### src/rtl/rv32_bus_pkg.sv
// Shared bus definitions: arbiter state encoding and the byte-enable mask type,
// also used by the memory stage.
package rv32_bus_pkg;

  typedef enum logic [1:0] {
    IDLE  = 2'd0,
    INSTR = 2'd1,
    DATA  = 2'd2
  } bus_state_t;

  typedef logic [3:0] byte_mask_t;

endpackage

### src/rtl/rv32_bus_timeout.sv
// Bus timeout down-counter: loads TIMEOUT_CYCLES on grant, counts down on every
// cycle the slave is not ready, and flags expiry at zero.
module rv32_bus_timeout #(
  parameter int TIMEOUT_CYCLES = 255
) (
  input  logic clk,
  input  logic reset_n,
  input  logic i_load,
  input  logic i_enable,
  output logic o_expired
);

  localparam int CW = $clog2(TIMEOUT_CYCLES + 1);

  logic [CW-1:0] r_count;

  always_ff @(posedge clk or negedge reset_n) begin
    if (!reset_n) begin
      r_count <= '0;
    end else if (i_load) begin
      r_count <= CW'(TIMEOUT_CYCLES);
    end else if (i_enable && (r_count != '0)) begin
      r_count <= r_count - 1'b1;
    end
  end

  assign o_expired = (r_count == '0);

endmodule

### src/rtl/rv32_bus_arbiter.sv
// Two-master (fetch / memory stage) to one-slave bus arbiter, data has fixed priority.
// Optional slave timeout fault enabled by defining RV32_BUS_TIMEOUT_EN.
import rv32_bus_pkg::*;

module rv32_bus_arbiter #(
  parameter int TIMEOUT_CYCLES = 255
) (
  input  logic        clk,
  input  logic        reset_n,
  input  logic [31:0] instr_address_in,
  input  logic        instr_read_in,
  output logic [31:0] instr_read_value_out,
  output logic        instr_ready_out,
  output logic        instr_fault_out,
  input  logic [31:0] data_address_in,
  input  logic        data_read_in,
  input  logic        data_write_in,
  input  byte_mask_t  data_write_mask_in,
  input  logic [31:0] data_write_value_in,
  output logic [31:0] data_read_value_out,
  output logic        data_ready_out,
  output logic        data_fault_out,
  output logic [31:0] bus_address_out,
  output logic        bus_read_out,
  output logic        bus_write_out,
  output byte_mask_t  bus_write_mask_out,
  output logic [31:0] bus_write_value_out,
  input  logic [31:0] bus_read_value_in,
  input  logic        bus_ready_in
);

  bus_state_t  r_state;
  logic [31:0] r_bus_address;
  logic        r_bus_read;
  logic        r_bus_write;
  byte_mask_t  r_bus_mask;
  logic [31:0] r_bus_value;

  logic w_data_req;
  logic w_grant;
  logic w_busy;
  logic w_expired;
  logic w_done;

  assign w_data_req = data_read_in | data_write_in;
  assign w_grant    = (r_state == IDLE) && (w_data_req || instr_read_in);
  assign w_busy     = (r_state != IDLE);
  assign w_done     = bus_ready_in | w_expired;

`ifdef RV32_BUS_TIMEOUT_EN
  logic w_count_zero;

  rv32_bus_timeout #(
    .TIMEOUT_CYCLES(TIMEOUT_CYCLES)
  ) u_timeout (
    .clk      (clk),
    .reset_n  (reset_n),
    .i_load   (w_grant),
    .i_enable (w_busy && !bus_ready_in),
    .o_expired(w_count_zero)
  );

  assign w_expired = w_busy && w_count_zero;
`else
  // Never true for a legal TIMEOUT_CYCLES; the arbiter waits on the slave indefinitely.
  assign w_expired = (TIMEOUT_CYCLES < 0);
`endif

  always_ff @(posedge clk or negedge reset_n) begin
    if (!reset_n) begin
      r_state       <= IDLE;
      r_bus_address <= '0;
      r_bus_read    <= 1'b0;
      r_bus_write   <= 1'b0;
      r_bus_mask    <= '0;
      r_bus_value   <= '0;
    end else begin
      case (r_state)
        IDLE: begin
          // Data beats fetch; a simultaneous read+write request is a write.
          if (w_data_req) begin
            r_state       <= DATA;
            r_bus_address <= data_address_in;
            r_bus_read    <= !data_write_in;
            r_bus_write   <= data_write_in;
            r_bus_mask    <= data_write_in ? data_write_mask_in : '0;
            r_bus_value   <= data_write_value_in;
          end else if (instr_read_in) begin
            r_state       <= INSTR;
            r_bus_address <= instr_address_in;
            r_bus_read    <= 1'b1;
            r_bus_write   <= 1'b0;
            r_bus_mask    <= '0;
            r_bus_value   <= '0;
          end
        end
        INSTR, DATA: begin
          if (w_done) begin
            r_state     <= IDLE;
            r_bus_read  <= 1'b0;
            r_bus_write <= 1'b0;
            r_bus_mask  <= '0;
          end
        end
        default: r_state <= IDLE;
      endcase
    end
  end

  assign bus_address_out     = r_bus_address;
  assign bus_read_out        = r_bus_read;
  assign bus_write_out       = r_bus_write;
  assign bus_write_mask_out  = r_bus_mask;
  assign bus_write_value_out = r_bus_value;

  // Ready is gated by the live request so a flushed master never sees a pulse.
  assign instr_ready_out      = (r_state == INSTR) && w_done && instr_read_in;
  assign instr_fault_out      = instr_ready_out && !bus_ready_in;
  assign instr_read_value_out = (instr_ready_out && bus_ready_in) ? bus_read_value_in : '0;

  assign data_ready_out      = (r_state == DATA) && w_done && w_data_req;
  assign data_fault_out      = data_ready_out && !bus_ready_in;
  assign data_read_value_out = (data_ready_out && bus_ready_in) ? bus_read_value_in : '0;

endmodule

### config.mk
export PLATFORM = sky130hd
export DESIGN_NAME = rv32_bus_arbiter
export DESIGN_NICKNAME = d
export VERILOG_FILES = /design/src/rtl/rv32_bus_pkg.sv /design/src/rtl/rv32_bus_timeout.sv /design/src/rtl/rv32_bus_arbiter.sv
export SDC_FILE = /design/constraint.sdc
export NUM_CORES = 1
export LEC_CHECK = 0
export BUFFER_PORTS_ARGS = -buffer_cell sky130_fd_sc_hd__buf_4
export CAP_MARGIN = 10
export CORE_MARGIN = 10
export CORE_UTILIZATION = 36
export CTS_CLUSTER_SIZE = 8
export DETAILED_ROUTE_END_ITERATION = 7
export MAX_ROUTING_LAYER = met4
export PLACE_DENSITY = 0.77
export SETUP_SLACK_MARGIN = 0.1
export SYNTH_ARGS = -nofsm -noshare
export SYNTH_HDL_FRONTEND = slang
export SYNTH_SLANG_ARGS = --single-unit
### constraint.sdc
create_clock -name clk -period 1.76 [get_ports clk]
set_input_delay 0.176 -clock clk [delete_from_list [all_inputs] [get_ports clk]]
set_output_delay 0.176 -clock clk [all_outputs]
set_load 0.02 [all_outputs]
==> summary.md, run 1 <==
| Metric | Value |
|---|---|
| Hold_ws | 0.0490 ns |
| Critical path's slowest cell | dfrtp_1 |
| GRT busiest layer | met2 |
| WP buf/inv | 3 |
| Switching part of the total | 0.409 |
| DIE HEIGHT | 118 um |
| Highest clock rate | 542 MHz |
| Clk network pwr share | 0.140 |
| Starting density of the core | 0.373 |
| Leak pwr | 0.00333 uW |
| Yosys cell types | 22 |
| Fin nets | 751 |
| Internal Power | 6020 uW |
| Seq/Total Area, Yosys | 0.518 |
| Post-synth top flop | dfrtp_1 |
| Status | finished, violations left |
| Cts bufs inserted | 9 |
| Crit path time final | 1.85 ns |
| Port Buffers | 273 |
| Slew margin rel. | 0.546 |
| Slowest stage delay, CP | 0.42 ns |
| Skew-Pair Late Insertion Delay | 0.34 ns |
| Share of layout cells above drive strength 1 | 0.620 |
| Post-Syn Instances | 327 |
| Yosys Warn Count | 0 |
| CTS clock-pin slew for the worst setup and hold paths | 0.08 ns |
| Flip-flop and latch count after synthesis | 72 |
| Final setup fails | 66 |
| Wire length per cell | 20.7 um |
| FP Rows | 35 |
| Critical Path AT | 1.67 ns |
| RSZ-0062 raised after global routing | true |
| GR Util met1 | 0.211 |
| Routing usage on met3 | 0.0628 |
| Clk sink count | 72 |
| Sequential group share of total power | 0.285 |
| Tcrit/Tclk final | 1.05 |
| Largest net degree at the start of global routing | 47 |
| Total GRT Usage | 0.208 |
| CTS tree | done |
| DRC viols | 0 |
| Synthesized area | 0.00348 mm2 |
| Drt via density | 4.79 |
| Violated checks | setup timing |
| Worst Setup Start Kind | register |
| Reg2Reg Setup Slack | 0.06 ns |
| Final Hold Viols | 0 |
| Crit path capture type | output pin |
| CP Class | register to output pin |
| Maximum vdd drop | 0.000986 V |
| Fin. max-slew vios | 0 |
| Post-Route Skew | 0.0112 ns |
| DP Area | 0.00574 mm2 |
| Initial antenna violation count | 0 |
| Antenna-violating nets left | 0 |
| Most frequent CP cell | buf_6 |
| DR vias | 3562 |
| Die area | 0.0140 mm2 |
| Area Growth Syn to Fin | 88.2% |
| Tightest Pin Transition | 0.681 ns |
| Post-Route WL | 15400 um |
| First-pass GRT wire length | 22600 um |
| Comb pwr share | 0.574 |
| Crit path max-delay family | flip-flops |
| Post-route cell area | 0.00655 mm2 |
| Core Region | 0.00933 mm2 |
| # fillers | 653 |
| GP Congestion | 0.878 |
| Setup WS pre-CTS | 0.159 ns |
| Worst-path fanout max | 8 |
| Crit-path cells | inv_2 > ha_4 > nand2_2 > nor2_4 > buf_6 > and2_1 > buf_6 |
| Post-synth EDFFs | 0 |
| Clock buffer depth | 2 |
| Hold Path Class | input pin to register |
| Pwr Total | 10200 uW |
| Async SR Flop Fraction | 1.00 |
| Max-cap violations | 0 |
| Dpl hpwl | 11400 um |
| Drt pass-1 iters | 4 |
| Finished Core Util | 0.702 |
| Top Ports | 276 |
| Die X | 118 um |
| GR Util met2 | 0.377 |
| Vias in the first global route | 3938 |
| Pwr dens | 1550 mW/mm2 |
| Sw Pwr | 4160 uW |
| Global route total overflow | 0 |
| CTS HTree Levels | 3 |
| Post-synthesis average cell area | 10.6 um2 |
| Worst Setup Slack, final | -0.0853 ns |
| CP Data Required Time | 1.58 ns |
| ANT cells | 0 |
| Clk root buf | clkbuf_8 |
| DRT iter0 DRCs | 169 |
cells in the mapped netlist, drive strengths merged, types with 3 or more instances:
cell    number  area [um2]
clkbuf       9        33.8
dfrtp       72        1800
nor2         6        30.0
nand2       37         139
mux2i       36         360
a22o        32         280
buf         16        97.6
o21ai       32         160
nor2b        4        25.0
ha           3        37.5
inv          6        22.5
and2        64         400
metrics by stage:
stage,cells,setup TNS (ns)
2_1_floorplan,328,0
3_3_place_gp,715,0
3_5_place_dp,715,0
4_1_cts,741,-1.38
5_1_grt,744,-8.13
6_report,744,-2.96
path summary, 6_finish.rpt:
check,depth (start not counted),from,to
setup / recovery,7,r_state[0],data_read_value_out[2]
hold / removal,2,data_write_value_in[18],bus_write_value_out[18]
setup reg to reg,6,r_state[0],bus_read_out
hold reg to reg,2,bus_address_out[15],bus_address_out[15]
max in group asynchronous,3,reset_n,bus_write_value_out[20]
min in group asynchronous,2,reset_n,bus_write_value_out[19]
cell usage in the layout (no fill, tap or decap), types with 2 or more instances in the layout:
master      Yosys  final
a21oi_1         2      2
a22o_1         32     32
and2_1         64     10
and2_4          0     54
buf_12          0      5
buf_4           7    215
buf_6           0     73
bufinv_16       0      2
clkbuf_8        0      9
clkinvlp_4      0      2
conb_1          1      2
dfrtp_1        72     72
ha_4            0      2
inv_1           6      4
inv_2           0      2
mux2_4          0      2
mux2i_1        36     36
nand2_1        37     36
nor2_1          5      3
nor2_4          1      2
nor2b_4         0      2
o21ai_1        32     32
flip-flops by register name, summed over array words and instances, names as in the netlist:
name / flops
bus_read_out: 1
bus_write_mask_out: 4
bus_write_value_out: 32
r_state: 2
bus_address_out: 32
bus_write_out: 1
what timing repair did:
| item | CTS | global route |
|---|---|---|
| hold buffers | 1 | 0 |
| gates resized for setup | 110 | 34 |
| pin swaps | 11 | 3 |
| hold endpoints to repair | 26 | 0 |
| gates cloned | 5 | 1 |
| setup endpoints to repair | 66 | 72 |
| setup buffers | 4 | 2 |
power groups by stage:
stage                     registers [uW]  clock network [uW]  logic, uW
final                               2910                1430       5840
after global routing                3010                1540       6230
after CTS                           2910                1470       5800
after detailed placement            2910                   0       5420
after global placement              2890                   0       5310
after floorplan                     3790                   0       2150
layout make-up:
type / count / area (um2) / share of cell area
Sequential cell: 72 / 1800 / 0.275
Clock buffer: 10 / 128 / 0.0195
Tap cell: 129 / 161 / 0.0247
Multi-Input combinational cell: 225 / 1740 / 0.266
Timing Repair Buffer: 296 / 2600 / 0.397
Inverter: 6 / 22.5 / 0.00344
Clock inverter: 6 / 92.6 / 0.0141
cells by family after synthesis:
| group | share of synthesized area |
|---|---|
| AND/OR/NAND/NOR | 0.174 |
| flip-flops | 0.518 |
| AO/OA/AOI/OAI | 0.141 |
| multiplexers | 0.110 |
| buffers and inverters | 0.0442 |
| adder cells (fa/ha/maj) | 0.0108 |
| other | 0.00108 |
routing by layer:
layer  part of all wire  wire, um  up-vias
li1                   -         -     1670
met1               0.37      5730     1701
met2               0.54      8320      173
met3              0.073      1120       18
met4              0.016       240        0
met5                  0         0        -
worst register-to-register path, delay by kind of cell (launching register included):
family	cells	cell delay, ns
AOI/OAI and AO/OA	1	0.26
adders and majority gates	1	0.25
muxes	1	0.33
DFF	1	0.41
buffers and inverters	2	0.20
and+or+nand+nor	1	0.14
Note: power is estimated with default switching activity, not from simulation.
==> inputs of run 2 (changes only) <==
--- a/config.mk
+++ b/config.mk
@@ -7,12 +7,14 @@
 export LEC_CHECK = 0
 export BUFFER_PORTS_ARGS = -buffer_cell sky130_fd_sc_hd__buf_4
 export CAP_MARGIN = 10
+export CELL_PAD_IN_SITES_DETAIL_PLACEMENT = 1
+export CELL_PAD_IN_SITES_GLOBAL_PLACEMENT = 1
 export CORE_MARGIN = 10
-export CORE_UTILIZATION = 36
+export CORE_UTILIZATION = 27
 export CTS_CLUSTER_SIZE = 8
 export DETAILED_ROUTE_END_ITERATION = 7
 export MAX_ROUTING_LAYER = met4
-export PLACE_DENSITY = 0.77
+export PLACE_DENSITY_LB_ADDON = 0.1
 export SETUP_SLACK_MARGIN = 0.1
 export SYNTH_ARGS = -nofsm -noshare
 export SYNTH_HDL_FRONTEND = slang
==> constraint.sdc (replaced) <==
create_clock -name clk -period 2.1 [get_ports clk]
set_input_delay 0.21 -clock clk [delete_from_list [all_inputs] [get_ports clk]]
set_output_delay 0.21 -clock clk [all_outputs]
set_load 0.02 [all_outputs]
==> run 2 against run 1 <==
  * The flow now finishes without violations
  * Global-route usage down 4.3 points
  * Core utilization fell by 22 points
  * Flip-flop and latch count did not move
  * Critical path depth fell by 1
  * Sequential share of layout area up 2.1 points
  * Register-to-register slack improved by 0.31 ns
  * Clock skew is 0.0065 ns lower
  * Via count down 3.1%
  * Power shrank 18%
  * Critical path type unchanged
==> summary.md, run 2 (same netlist as run 1, synthesis figures left out) <==
| Metric | Value |
|---|---|
| Clk sink count | 72 |
| Port Buffers | 273 |
| Final setup fails | 0 |
| Register area | 0.00180 mm2 |
| Fin. max-slew vios | 0 |
| CTS tree | done |
| RSZ-0062 raised after global routing | false |
| Hold Path Cell Cnt | 2 |
| Fin nets | 740 |
| Slew margin rel. | 0.307 |
| Worst Hold Path EP | bus_write_value_out[13] |
| Worst reg2reg path depth | 7 |
| # fillers | 1481 |
| Dpl hpwl | 13000 um |
| Share of layout cells above drive strength 1 | 0.505 |
| TNS Setup | 0 ns |
| Commonest cells after routing, fill and taps aside | buf_4 (278), dfrtp_1 (72), and2_1 (64), nand2_1 (37), mux2i_1 (36) |
| Most common cell after layout, fill and taps aside | buf_4 |
| CP Class | register to output pin |
| Clock buffer depth | 2 |
| Crit-path cells | inv_1 > ha_1 > and3_4 > buf_8 > and2_1 > buf_4 |
| Highest clock rate | 527 MHz |
| FF-to-FF Start | r_state[0] |
| Critical path's slowest cell | dfrtp_1 |
| Global route total overflow | 0 |
| Top Ports | 276 |
| Largest net degree at the start of global routing | 39 |
| Pwr dens | 1380 mW/mm2 |
| Total GRT Usage | 0.165 |
| CP Data Required Time | 1.89 ns |
| CTS clock-pin slew for the worst setup and hold paths | 0.06 ns |
| Drt via density | 4.45 |
| Setup WS pre-CTS | 0.188 ns |
| DR vias | 3453 |
| Crit path time final | 1.90 ns |
| Crit path capture type | output pin |
| CTS HTree Levels | 3 |
| Vias in the first global route | 3784 |
| Final Hold Viols | 0 |
| Die X | 134 um |
| Critical Path AT | 1.69 ns |
| Leak pwr | 0.00314 uW |
| Max-cap violations | 0 |
| Status | complete, no violations |
| Slowest stage delay, CP | 0.38 ns |
| Hold_ws | 0.101 ns |
| DIE HEIGHT | 134 um |
| Hold_sp | data_write_value_in[13] |
| DRT iter0 DRCs | 113 |
| Tcrit/Tclk final | 0.904 |
| Reg2Reg Setup Slack | 0.37 ns |
| Post-Route Skew | 0.00475 ns |
| DRC viols | 0 |
| Worst Setup Slack, final | 0.202 ns |
| Maximum vdd drop | 0.000611 V |
| Hold Path Class | input pin to register |
| Drt pass-1 iters | 4 |
| Antenna-violating nets left | 0 |
| GP Congestion | 0.736 |
| First-pass GRT wire length | 22600 um |
| Worst Setup Start Kind | register |
| R2R Path End | bus_address_out[5] |
| Clk root buf | clkbuf_16 |
| FP Rows | 41 |
| Area Growth Syn to Fin | 74.6% |
| Worst-path fanout max | 20 |
| Tightest Pin Transition | 1.04 ns |
| Cts bufs inserted | 9 |
| Starting density of the core | 0.276 |
| Initial antenna violation count | 0 |
| Skew-Pair Late Insertion Delay | 0.32 ns |
| ANT cells | 0 |
| Core Region | 0.0126 mm2 |
| Multi-input gate area | 0.00155 mm2 |
| Wire length per cell | 19.9 um |
| Post-Route WL | 15400 um |
| Die area | 0.0178 mm2 |
-- run 2: how the worst max path moves through the flow --
stage / startpoint / to
floorplan: r_state[0] / bus_read_out
global placement: data_write_in / bus_address_out[1]
detailed placement: data_write_in / bus_address_out[5]
CTS: r_state[1] / instr_read_value_out[15]
global route: r_state[0] / data_read_value_out[13]
finish: r_state[1] / instr_read_value_out[15]
-- run 2: layout make-up --
class                           count  area share
Clock buffer                       12      0.0422
Inverter                            6     0.00371
Clock inverter                      4     0.00474
Multi-Input combinational cell    225       0.254
Sequential cell                    72       0.297
Tap cell                          172      0.0354
Timing Repair Buffer              285       0.363
-- run 2: what timing repair did --
| action | 4_1_cts | 5_1_grt |
|---|---|---|
| gates cloned | 0 | 1 |
| hold endpoints to repair | 37 | 0 |
| buffers inserted | 0 | 0 |
| gates resized for setup | 3 | 5 |
| setup endpoints to repair | 20 | 36 |
| hold buffers | 1 | 0 |
-- run 2: metrics by stage --
| stage | area, um2 | total power, uW | instances | util |
|---|---|---|---|---|
| floorplan | 3480 | 4890 | 328 | - |
| global placement | 5750 | 6930 | 758 | 0.456 |
| detailed placement | 5750 | 7050 | 758 | 0.456 |
| CTS | 6060 | 8510 | 775 | 0.480 |
| global route | 6070 | 8950 | 776 | 0.481 |
| finish | 6070 | 8360 | 776 | 0.481 |
-- run 2: layer usage --
layer | routed length [um] | global-route usage | up-vias
met2 | 7680 | 0.278 | 176
met3 | 1550 | 0.0718 | 8
met1 | 6020 | 0.173 | 1622
met4 | 184 | 0.0459 | 0
li1 | - | - | 1647
met5 | 0 | - | -
-- run 2: where the power goes --
group          internal, uW  switching, uW  total [uW]
clock                   864            560        1420
combinational          1990           2510        4500
sequential             2060            384        2440
-- run 2: worst max-delay path, delay by kind of cell (launching register included) --
kind | cells | cell delay [ns]
buffers and inverters | 3 | 0.41
adders and majority gates | 1 | 0.16
and+or+nand+nor | 2 | 0.41
DFF | 1 | 0.38
